<file path="src/rtl/params_pkg.sv">
// Shared AXI4 widths, response codes and the buffered beat format.
// No logic: constants and types only.
// beat_t carries the stream tlast tag alongside the data word.
package params_pkg;
  localparam int         AXI4_ADDR_W = 32;
  localparam int         AXI4_DATA_W = 32;
  localparam logic [1:0] RESP_OKAY   = 2'b00;

  // One buffered output beat: data plus the tlast tag computed at R time.
  typedef struct packed {
    logic                   last;
    logic [AXI4_DATA_W-1:0] data;
  } beat_t;
endpackage

</file>
<file path="src/rtl/axi4_if.sv">
// AXI4 bundle (all five channels) with master/slave views.
// No logic: wires only.
// Standard valid/ready handshakes on every channel.
interface axi4_if;
  import params_pkg::*;
  logic                     awvalid, awready;
  logic [AXI4_ADDR_W-1:0]   awaddr;
  logic [7:0]               awlen;
  logic                     wvalid, wready, wlast;
  logic [AXI4_DATA_W-1:0]   wdata;
  logic [AXI4_DATA_W/8-1:0] wstrb;
  logic                     bvalid, bready;
  logic [1:0]               bresp;
  logic                     arvalid, arready;
  logic [AXI4_ADDR_W-1:0]   araddr;
  logic [7:0]               arlen;
  logic                     rvalid, rready, rlast;
  logic [AXI4_DATA_W-1:0]   rdata;
  logic [1:0]               rresp;

  modport master (
    output awvalid, awaddr, awlen, wvalid, wdata, wstrb, wlast, bready,
    output arvalid, araddr, arlen, rready,
    input  awready, wready, bvalid, bresp, arready, rvalid, rdata, rresp, rlast
  );
  modport slave (
    input  awvalid, awaddr, awlen, wvalid, wdata, wstrb, wlast, bready,
    input  arvalid, araddr, arlen, rready,
    output awready, wready, bvalid, bresp, arready, rvalid, rdata, rresp, rlast
  );
endinterface

</file>
<file path="src/rtl/axi_stream_if.sv">
// AXI4-Stream bundle with master/slave views.
// No logic: wires only.
// tvalid/tready handshake; tlast marks the end of a packet.
interface axi_stream_if;
  import params_pkg::*;
  logic                   tvalid, tready, tlast;
  logic [AXI4_DATA_W-1:0] tdata;

  modport master (output tvalid, tdata, tlast, input tready);
  modport slave  (input tvalid, tdata, tlast, output tready);
endinterface

</file>
<file path="src/rtl/sync_fifo.sv">
// Single-clock FIFO, registered storage, head word visible combinationally.
// Latency: a pushed word is readable the cycle after the push.
// Backpressure: push refused when full unless a pop happens in the same cycle.
// Ports: push/wdata in, pop/rdata out, full/empty/count status.
module sync_fifo #(
  parameter int WIDTH = 8,
  parameter int DEPTH = 8
) (
  input  logic                     clk,
  input  logic                     reset_n,
  input  logic                     push,
  input  logic [WIDTH-1:0]         wdata,
  input  logic                     pop,
  output logic [WIDTH-1:0]         rdata,
  output logic                     full,
  output logic                     empty,
  output logic [$clog2(DEPTH):0]   count
);
  localparam int AW = $clog2(DEPTH);

  logic [WIDTH-1:0] mem [DEPTH];
  logic [AW-1:0]    wr_ptr, rd_ptr;
  logic             do_push, do_pop;

  // A pop when full frees the slot the simultaneous push lands in.
  assign do_pop  = pop && !empty;
  assign do_push = push && (!full || pop);

  always_ff @(posedge clk or negedge reset_n) begin
    if (!reset_n) begin
      wr_ptr <= '0;
      rd_ptr <= '0;
      count  <= '0;
    end else begin
      if (do_push) wr_ptr <= wr_ptr + 1'b1;
      if (do_pop)  rd_ptr <= rd_ptr + 1'b1;
      case ({do_push, do_pop})
        2'b10:   count <= count + 1'b1;
        2'b01:   count <= count - 1'b1;
        default: count <= count;
      endcase
    end
  end

  always_ff @(posedge clk) begin
    if (do_push) mem[wr_ptr] <= wdata;
  end

  assign rdata = mem[rd_ptr];
  assign full  = (count == (AW+1)'(DEPTH));
  assign empty = (count == '0);
endmodule

</file>
<file path="src/rtl/axi4_to_stream.sv">
// Reads num_bursts fixed-length AXI4 bursts from BASE_ADDR upward and replays them on AXI-Stream.
// Latency: an accepted R beat is presented on axis.tvalid the following cycle.
// Backpressure: AR waits for a whole burst of free buffer space; rready drops when the buffer is full.
// Ports: start/num_bursts in; busy/done/error status; axi4 read master; axis stream master.
module axi4_to_stream
  import params_pkg::*;
#(
  parameter int                     BURST_LEN  = 4,
  parameter int                     FIFO_DEPTH = 8,
  parameter logic [AXI4_ADDR_W-1:0] BASE_ADDR  = 32'h8000_0000
) (
  input  logic        clk,
  input  logic        reset_n,
  input  logic        start,
  input  logic [15:0] num_bursts,
  output logic        busy,
  output logic        done,
  output logic        error,
  axi4_if.master      axi4,
  axi_stream_if.master axis
);
  typedef enum logic [1:0] {ST_IDLE, ST_AR, ST_R, ST_DRAIN} state_t;

  localparam int             BW           = $clog2(BURST_LEN);
  localparam int             CW           = $clog2(FIFO_DEPTH) + 1;
  localparam logic [BW-1:0]  LAST_BEAT    = BW'(BURST_LEN - 1);
  localparam logic [CW-1:0]  AR_MAX_COUNT = CW'(FIFO_DEPTH - BURST_LEN);

  state_t                 state, state_nxt;
  logic [15:0]            remaining;
  logic [AXI4_ADDR_W-1:0] addr;
  logic [BW-1:0]          beat_cnt;
  logic                   ar_valid, r_ready, r_hs, pop, last_in_burst;
  logic                   fifo_full, fifo_empty;
  logic [CW-1:0]          fifo_count;
  beat_t                  push_beat, head_beat;

  assign r_hs          = axi4.rvalid && r_ready;
  assign last_in_burst = (beat_cnt == LAST_BEAT);

  always_ff @(posedge clk or negedge reset_n) begin
    if (!reset_n) state <= ST_IDLE;
    else          state <= state_nxt;
  end

  always_comb begin
    state_nxt = state;
    ar_valid  = 1'b0;
    r_ready   = 1'b0;
    case (state)
      ST_IDLE:  if (start && num_bursts != 16'd0) state_nxt = ST_AR;
      // Only pops happen in ST_AR, so once free space suffices it stays
      // sufficient and arvalid cannot drop before arready.
      ST_AR: begin
        ar_valid = (fifo_count <= AR_MAX_COUNT);
        if (ar_valid && axi4.arready) state_nxt = ST_R;
      end
      ST_R: begin
        r_ready = !fifo_full;
        if (r_hs && last_in_burst)
          state_nxt = (remaining == 16'd1) ? ST_DRAIN : ST_AR;
      end
      ST_DRAIN: if (fifo_empty) state_nxt = ST_IDLE;
      default:  state_nxt = ST_IDLE;
    endcase
  end

  always_ff @(posedge clk or negedge reset_n) begin
    if (!reset_n) begin
      remaining <= '0;
      addr      <= BASE_ADDR;
      beat_cnt  <= '0;
      done      <= 1'b0;
      error     <= 1'b0;
    end else begin
      done <= 1'b0;
      case (state)
        ST_IDLE: if (start) begin
          remaining <= num_bursts;
          addr      <= BASE_ADDR;
          beat_cnt  <= '0;
          error     <= 1'b0;
          done      <= (num_bursts == 16'd0);
        end
        // Burst boundaries follow beat_cnt; rlast is only cross-checked.
        ST_R: if (r_hs) begin
          if (axi4.rresp != RESP_OKAY || axi4.rlast != last_in_burst) error <= 1'b1;
          beat_cnt <= beat_cnt + 1'b1;
          if (last_in_burst) begin
            addr      <= addr + AXI4_ADDR_W'(BURST_LEN * 4);
            remaining <= remaining - 16'd1;
          end
        end
        ST_DRAIN: if (fifo_empty) done <= 1'b1;
        default: ;
      endcase
    end
  end

  assign push_beat.data = axi4.rdata;
  assign push_beat.last = last_in_burst && (remaining == 16'd1);
  assign pop            = axis.tvalid && axis.tready;

  sync_fifo #(.WIDTH($bits(beat_t)), .DEPTH(FIFO_DEPTH)) u_fifo (
    .clk     (clk),
    .reset_n (reset_n),
    .push    (r_hs),
    .wdata   (push_beat),
    .pop     (pop),
    .rdata   (head_beat),
    .full    (fifo_full),
    .empty   (fifo_empty),
    .count   (fifo_count)
  );

  assign busy = (state != ST_IDLE);

  assign axi4.arvalid = ar_valid;
  assign axi4.araddr  = addr;
  assign axi4.arlen   = 8'(BURST_LEN - 1);
  assign axi4.rready  = r_ready;
  assign axi4.awvalid = 1'b0;
  assign axi4.awaddr  = '0;
  assign axi4.awlen   = '0;
  assign axi4.wvalid  = 1'b0;
  assign axi4.wdata   = '0;
  assign axi4.wstrb   = '0;
  assign axi4.wlast   = 1'b0;
  assign axi4.bready  = 1'b1;

  // Head contents are undefined while empty, so tlast is gated.
  assign axis.tvalid = !fifo_empty;
  assign axis.tdata  = head_beat.data;
  assign axis.tlast  = !fifo_empty && head_beat.last;
endmodule

</file>
<file path="src/flat_wrapper.sv">
// flat-port wrapper written by rule: the top's interface ports become plain ports
module axi4_to_stream_flat import params_pkg::*;
#(
  parameter int                     BURST_LEN  = 4,
  parameter int                     FIFO_DEPTH = 8,
  parameter logic [AXI4_ADDR_W-1:0] BASE_ADDR  = 32'h8000_0000
)
  (clk, reset_n, start, num_bursts, busy, done, error, axi4_awvalid, axi4_awaddr, axi4_awlen, axi4_wvalid, axi4_wdata, axi4_wstrb, axi4_wlast, axi4_bready, axi4_arvalid, axi4_araddr, axi4_arlen, axi4_rready, axi4_awready, axi4_wready, axi4_bvalid, axi4_bresp, axi4_arready, axi4_rvalid, axi4_rdata, axi4_rresp, axi4_rlast, axis_tvalid, axis_tdata, axis_tlast, axis_tready);
  axi4_if axi4_i ();
  axi_stream_if axis_i ();
  input  logic clk;
  input  logic reset_n;
  input  logic start;
  input  logic [15:0] num_bursts;
  output logic busy;
  output logic done;
  output logic error;
  output wire logic [$bits(axi4_i.awvalid)-1:0] axi4_awvalid;
  output wire logic [$bits(axi4_i.awaddr)-1:0] axi4_awaddr;
  output wire logic [$bits(axi4_i.awlen)-1:0] axi4_awlen;
  output wire logic [$bits(axi4_i.wvalid)-1:0] axi4_wvalid;
  output wire logic [$bits(axi4_i.wdata)-1:0] axi4_wdata;
  output wire logic [$bits(axi4_i.wstrb)-1:0] axi4_wstrb;
  output wire logic [$bits(axi4_i.wlast)-1:0] axi4_wlast;
  output wire logic [$bits(axi4_i.bready)-1:0] axi4_bready;
  output wire logic [$bits(axi4_i.arvalid)-1:0] axi4_arvalid;
  output wire logic [$bits(axi4_i.araddr)-1:0] axi4_araddr;
  output wire logic [$bits(axi4_i.arlen)-1:0] axi4_arlen;
  output wire logic [$bits(axi4_i.rready)-1:0] axi4_rready;
  input wire logic [$bits(axi4_i.awready)-1:0] axi4_awready;
  input wire logic [$bits(axi4_i.wready)-1:0] axi4_wready;
  input wire logic [$bits(axi4_i.bvalid)-1:0] axi4_bvalid;
  input wire logic [$bits(axi4_i.bresp)-1:0] axi4_bresp;
  input wire logic [$bits(axi4_i.arready)-1:0] axi4_arready;
  input wire logic [$bits(axi4_i.rvalid)-1:0] axi4_rvalid;
  input wire logic [$bits(axi4_i.rdata)-1:0] axi4_rdata;
  input wire logic [$bits(axi4_i.rresp)-1:0] axi4_rresp;
  input wire logic [$bits(axi4_i.rlast)-1:0] axi4_rlast;
  output wire logic [$bits(axis_i.tvalid)-1:0] axis_tvalid;
  output wire logic [$bits(axis_i.tdata)-1:0] axis_tdata;
  output wire logic [$bits(axis_i.tlast)-1:0] axis_tlast;
  input wire logic [$bits(axis_i.tready)-1:0] axis_tready;
  assign axi4_awvalid = axi4_i.awvalid;
  assign axi4_awaddr = axi4_i.awaddr;
  assign axi4_awlen = axi4_i.awlen;
  assign axi4_wvalid = axi4_i.wvalid;
  assign axi4_wdata = axi4_i.wdata;
  assign axi4_wstrb = axi4_i.wstrb;
  assign axi4_wlast = axi4_i.wlast;
  assign axi4_bready = axi4_i.bready;
  assign axi4_arvalid = axi4_i.arvalid;
  assign axi4_araddr = axi4_i.araddr;
  assign axi4_arlen = axi4_i.arlen;
  assign axi4_rready = axi4_i.rready;
  assign axi4_i.awready = axi4_awready;
  assign axi4_i.wready = axi4_wready;
  assign axi4_i.bvalid = axi4_bvalid;
  assign axi4_i.bresp = axi4_bresp;
  assign axi4_i.arready = axi4_arready;
  assign axi4_i.rvalid = axi4_rvalid;
  assign axi4_i.rdata = axi4_rdata;
  assign axi4_i.rresp = axi4_rresp;
  assign axi4_i.rlast = axi4_rlast;
  assign axis_tvalid = axis_i.tvalid;
  assign axis_tdata = axis_i.tdata;
  assign axis_tlast = axis_i.tlast;
  assign axis_i.tready = axis_tready;
  axi4_to_stream #(.BURST_LEN(BURST_LEN), .FIFO_DEPTH(FIFO_DEPTH), .BASE_ADDR(BASE_ADDR)) u_core (.clk(clk), .reset_n(reset_n), .start(start), .num_bursts(num_bursts), .busy(busy), .done(done), .error(error), .axi4(axi4_i), .axis(axis_i));
endmodule
</file>
<file path="config.mk">
export PLATFORM = sky130hd
export DESIGN_NAME = axi4_to_stream_flat
export DESIGN_NICKNAME = d
export VERILOG_FILES = /design/src/rtl/params_pkg.sv /design/src/rtl/axi4_if.sv /design/src/rtl/axi_stream_if.sv /design/src/rtl/sync_fifo.sv /design/src/rtl/axi4_to_stream.sv /design/src/flat_wrapper.sv
export SDC_FILE = /design/constraint.sdc
export NUM_CORES = 1
export LEC_CHECK = 0
export CAP_MARGIN = 20
export CORE_AREA = 2 2 148 208
export DETAILED_ROUTE_END_ITERATION = 6
export DIE_AREA = 0 0 150 210
export GPL_TIMING_DRIVEN = 0
export PLACE_DENSITY_LB_ADDON = 0.25
export SYNTH_ARGS = -nofsm -noshare
export SYNTH_HDL_FRONTEND = slang
export SYNTH_SLANG_ARGS = --single-unit
</file>
<file path="constraint.sdc">
create_clock -name clk -period 4.87 [get_ports clk]
set_input_delay 1.2175 -clock clk [delete_from_list [all_inputs] [get_ports clk]]
set_output_delay 1.2175 -clock clk [all_outputs]
set_load 0.02 [all_outputs]
</file>
**Word level (Yosys, flattened, before mapping)**

Memories as Yosys holds them, arrays and structs flattened.
Cells that the tools add are included.

- RAM bits: 264
- Output and inout port bits: 159
- Memory bits (read-only): 0
- Memories: 1
- Bits in latches: 0
- Bits in registers: 64
- Bits of input ports: 62
- Word-level logic and storage cells: 89

Memory list:

| memory | words | bits a word | rd ports | clocked after memory_dff | wr ports | RTL line | RTL |
|---|---|---|---|---|---|---|---|
| u_core.u_fifo.mem | 8 | 33 | 1 | 0 | 1 | sync_fifo.sv:21 | `logic [WIDTH-1:0] mem [DEPTH];` |

- Mux-type cells: 29
- Reductions and logical operators: 25
- Div/mod/pow operators: 0
- $mul: 0
- Add/sub/neg operators: 7
- Eq/ne operators: 17
- $lt $le $gt $ge: 1
- Bitwise operators: 0
- Shift-type cells: 0

Operator list:

| operator | number |
|---|---|
| $mux W32 | 3 |
| $pmux W32 S2 | 1 |
| $mux W16 | 3 |
| $add A32 B5 Y32 const B | 1 |
| $pmux W16 S2 | 1 |
| $eq A16 B1 Y1 const B | 1 |
| $logic_not A16 Y1 | 1 |
| $reduce_bool A16 Y1 | 1 |
| $sub A16 B1 Y16 const B | 1 |
| $mux W2 | 7 |
| $ne A2 B1 Y1 const B | 6 |
| $reduce_and A4 Y1 | 3 |
| $logic_and A1 B1 Y1 | 9 |
| $mux W1 | 9 |
| $eq A2 B2 Y1 const B | 4 |
| $pmux W2 S4 | 1 |
| $pmux W4 S2 | 1 |
| $reduce_bool A2 Y1 | 4 |
| $add A3 B1 Y3 const B | 2 |
| $add A4 B1 Y4 const B | 1 |
| $eq A2 B1 Y1 const B | 2 |
| $eq A4 B4 Y1 const B | 1 |
| $le A4 B3 Y1 const B | 1 |
| $logic_not A4 Y1 | 1 |
| 10 further kinds | 14 |

**Depth between registers and ports, before layout**

- Depth after elaboration: 7
- Mapped depth: 12
- Gate-level depth less buffers: 12

**Hierarchy**

A second synthesis with hierarchy kept.

- Cells, all modules: 869
- Area, all modules: 14,206.1 um^2

Modules (own cells, without submodules):

| module | area each (um^2) | cells an instance | instances | sequential area each (um^2) |
|---|---|---|---|---|
| sync_fifo | 10,595.2 | 449 | 1 | 8,177.8 |
| axi4_to_stream | 3,611.0 | 420 | 1 | 1,252.5 |

**Least setup slack after synthesis**

OpenSTA, ideal clock, no wires.

- Path kind: input -> register
- Start point: input port axi4_rvalid
- End point: memory u_core.u_fifo.mem[0][0] (netlist name), enable pin
- Cell stages on the path: 3
- Data arrival time: 4.855 ns
- Library setup time: 0.506 ns
- Path buffers: 0
- Required time: 4.364 ns
- Path slack: -0.491 ns
- Cells stage by stage: and3_1 -> clkinv_1 -> nor4_1

- Word-level cells in the longest chain between the ends: 4

Ends and longest elaborated chain:

| element | RTL line | RTL |
|---|---|---|
| start, declared | flat_wrapper.sv:35 | `input wire logic [$bits(axi4_i.rvalid)-1:0] axi4_rvalid;` |
| $logic_and A1 B1 Y1 | axi4_to_stream.sv:38 | `assign r_hs = axi4.rvalid && r_ready;` |
| $logic_and A1 B1 Y1 | sync_fifo.sv:27 | `assign do_push = push && (!full \|\| pop);` |
| $mux W1 | sync_fifo.sv:46 | `if (do_push) mem[wr_ptr] <= wdata;` |
| $mux W1 (implied by the code) | sync_fifo.sv:46 |  |
| end, declared | sync_fifo.sv:21 |  |

No other way between the ends.

**Worst setup path after layout**

- Start point: register u_core.u_fifo.rd_ptr[1]
- End point: output port axis_tlast

- Word-level cells in the longest chain between the ends: 2

Ends and longest elaborated chain:

| element | RTL line | RTL |
|---|---|---|
| start, declared | sync_fifo.sv:22 | `logic [AW-1:0] wr_ptr, rd_ptr;` |
| start signal, assigned | sync_fifo.sv:36 | `if (do_pop) rd_ptr <= rd_ptr + 1'b1;` |
| $mem_v2 Z8 W33 | -- |  |
| $logic_and A1 B1 Y1 | axi4_to_stream.sv:134 | `assign axis.tlast = !fifo_empty && head_beat.last;` |
| end, declared | flat_wrapper.sv:41 | `output wire logic [$bits(axis_i.tlast)-1:0] axis_tlast;` |

No other way between the ends.

==> results.md <==
- H-Tree Level Count: 1
- Fin. Hold Viols: 0
- DR vias: 8353
- Core area: 0.0297 sq mm
- Post-Syn Area per Cell: 16.0 sq um
- Post-synth EDFFs: ~260
- Die height: 210 microns
- Final wirelength: 30700 microns
- DP Wirelength: 21200 microns
- Fmax: approximately 0.21 GHz
- Synth-to-Final Area Change: 24.4%
- Post-Syn Instances: 893
- Slew Viols, Final: 0
- Die area: 0.0315 sq mm
- Layout Nets: 1235
- CP Capture Type: primary output
- Least-Margin Pin Slew: 1.03 ns
- Top cell type by total area after synthesis: edfxtp_1
- Final Cycle Share: 96.7%
- Required time worst endpoint: 3.65 ns
- Final Non-Filler Cells: 1569
- Row count: 75
- Final clock skew: roughly 0.0085 ns
- Final setup fails: 0
- Die Span X: 150 microns
- Area of the mapped netlist: 0.0143 sq mm
- Via density: roughly 5.3
- CTS buffer count: 30
- Total global-route track usage: 19.5%
- Grt total ovfl: 0
- Crit path largest cell delay: 0.60 ns
- Clock latency on the worst-skew pair: 0.55 ns
- Synth area leaders: edfxtp_1 (55%), mux4_2 (10%), dfrtp_1 (10%)
- WP data arrival: 3.49 ns
- Setup Crit Path Kind: flop to primary output
- CP Launch Type: flop
- Filler cells: 2281
- CTS resizes: 2
- CTS Hold Bufs: 0
- Slew Limit Headroom: 30.8%
- Initial DRC Count: 464
- Crit-path slowest cell: buf_1
- Synth warnings: 0
- Share of cells above drive strength 1: 25.5%
- Post-CTS Setup Bufs: 0
- FF+latch count, synth: about 320
- Vias in the first global route: 8527
- Placed cell count: 1513
- IO Port Bufs: 123
- I/O Pins: 221
- Mean routed wirelength per cell: 19.5 microns
- Min Tclk post-route: around 4.7 ns
- Status: finished, final reports clean
- Most common library cells after synthesis: edfxtp_1 (264), buf_4 (96), mux4_2 (66)
- VDD IR max: around 0.00038 V
- Share of the synthesized area in the top cell type: 55.4%
- Leakage power: 6.46 nW
- Max Root-Sink Buffers: 3
- Routed Antenna Nets: 0
- Async S/R FF share, synth: around 19%
- Worst-path maximum fanout: 10
- Worst-path cell chain: buf_1 -> clkbuf_1 -> mux4_2 -> mux2i_1 -> nor2_1 -> clkdlybuf4s50_1
- Power Density: 529 mW/mm^2
- CTS tree: built
- Setup TNS: 0 ns
- HP Class: flop to flop
- Initial antenna violation count: 0
- Sink Count: 324
- Starting Density: 48.3%
- Register area share after synthesis: 65.9%
- Count of cell types in the netlist: 66
- Pin count of the biggest net entering global routing: 61
- Reg clk slew, reported paths: about 0.06 ns
- N_diodes: 0
- DRC viols: 0
- GP Congestion: 0.841
- Main synth FF type: edfxtp_1
- Max-cap violation count: 0
- Unrepaired setup endpoints after global routing: no
- Drt pass-1 iters: 5
- Most frequent cell after synthesis: edfxtp_1
- First-pass GRT wire length: around 47000 microns
- CTS root buf: clkbuf_16
cell type report:
class / count / area [sq um] / area share [%]
Inverter: 15 / 56.3 / 0.316
Clock inverter: 15 / 255 / 1.43
Clock buffer: 41 / 833 / 4.68
Timing Repair Buffer: 145 / 1510 / 8.51
Sequential cell: 324 / 9430 / 53.0
Multi-Input combinational cell: 513 / 4330 / 24.3
Buffer: 131 / 898 / 5.05
Tap cell: 385 / 482 / 2.71
kinds of logic (layout without fill, tap and decap cells):
kind of cell	after synthesis	in the layout	synth area share, %
AND/OR/NAND/NOR	187	187	6.97
AO/OA/AOI/OAI	92	92	4.38
buffers and inverters	146	347	6.62
XOR/XNOR	18	18	1.10
flip-flops	324	324	65.9
adder cells (fa/ha/maj)	14	14	1.21
multiplexers	110	110	13.8
other	2	92	0.0525
state kept, by name (all words and copies together), names as in the netlist:
register              count
u_core.done               1
u_core.u_fifo.rd_ptr      3
u_core.state              2
u_core.u_fifo.count       4
u_core.error              1
u_core.remaining         16
u_core.u_fifo.mem       264
u_core.u_fifo.wr_ptr      3
u_core.axi4.araddr       28
u_core.beat_cnt           2
final timing paths:
kind	from	to	slack (ns)	cells after the start
max in group asynchronous	reset_n	u_core.remaining[3]$_DFFE_PN0P_	3.57	1
min in group asynchronous	reset_n	u_core.axi4.araddr[25]$_DFFE_PN0P_	0.74	1
hold reg to reg	u_core.beat_cnt[0]$_DFFE_PN0P_	u_core.beat_cnt[0]$_DFFE_PN0P_	0.50	1
hold / removal	u_core.beat_cnt[0]$_DFFE_PN0P_	u_core.beat_cnt[0]$_DFFE_PN0P_	0.50	1
setup reg to reg	u_core.state[0]$_DFFE_PN0P_	u_core.u_fifo.mem[1][11]$_DFFE_PP_	1.55	8
setup / recovery	u_core.u_fifo.rd_ptr[1]$_DFFE_PN0P_	axis_tlast	0.16	6
placed cells by master (no fill, tap or decap), types with 7 or more instances in the layout:
cell / count
buf_4: 97
clkdlybuf4s50_1: 122
dfrtp_1: 59
o22ai_1: 7
bufinv_16: 7
mux2i_1: 9
nor2_1: 26
nor4_1: 7
nand2_1: 46
xor2_1: 8
inv_1: 14
xnor2_1: 10
clkbuf_1: 29
a21oi_1: 18
clkbuf_16: 31
o21ai_0: 20
nand3_1: 17
mux4_2: 66
and3_1: 9
edfxtp_1: 264
nor3_1: 22
ha_1: 13
mux2_2: 35
conb_1: 92
buf_6: 20
buf_2: 7
nand2b_1: 7
layer usage:
layer	vias up	GRT usage [%]	wire length, microns
li1	3828	-	-
met3	45	3.03	1850
met2	270	35.3	16300
met4	0	4.94	592
met5	-	0	0
met1	4210	24.4	11900
stage by stage:
| step | cell area, sq um | setup slack (ns) | power [mW] | hold slack (ns) | util, % |
|---|---|---|---|---|---|
| floorplan | 14700 | 0.382 | 5.71 | 0.455 | - |
| global placement | 16400 | -2.56 | 6.85 | 0.475 | 55.2 |
| detailed placement | 16700 | 0.597 | 6.94 | 0.488 | 56.3 |
| CTS | 17800 | 0.124 | 9.51 | 0.497 | 60.0 |
| global route | 17800 | 0.00395 | 9.86 | 0.520 | 60.0 |
| finish | 17800 | 0.162 | 9.41 | 0.497 | 60.0 |
worst max-delay path, delay by kind of cell (launching register included):
kind | cells | cell delay (ns)
flip-flops | 1 | 0.46
AND/OR/NAND/NOR | 1 | 0.11
multiplexers | 2 | 0.64
buffers and inverters | 3 | 1.72
power breakdown:
part           switching, mW  internal [mW]
clock                  0.985           1.57
combinational           1.77           1.63
sequential             0.217           3.24
(Power assumes the default switching activity.)
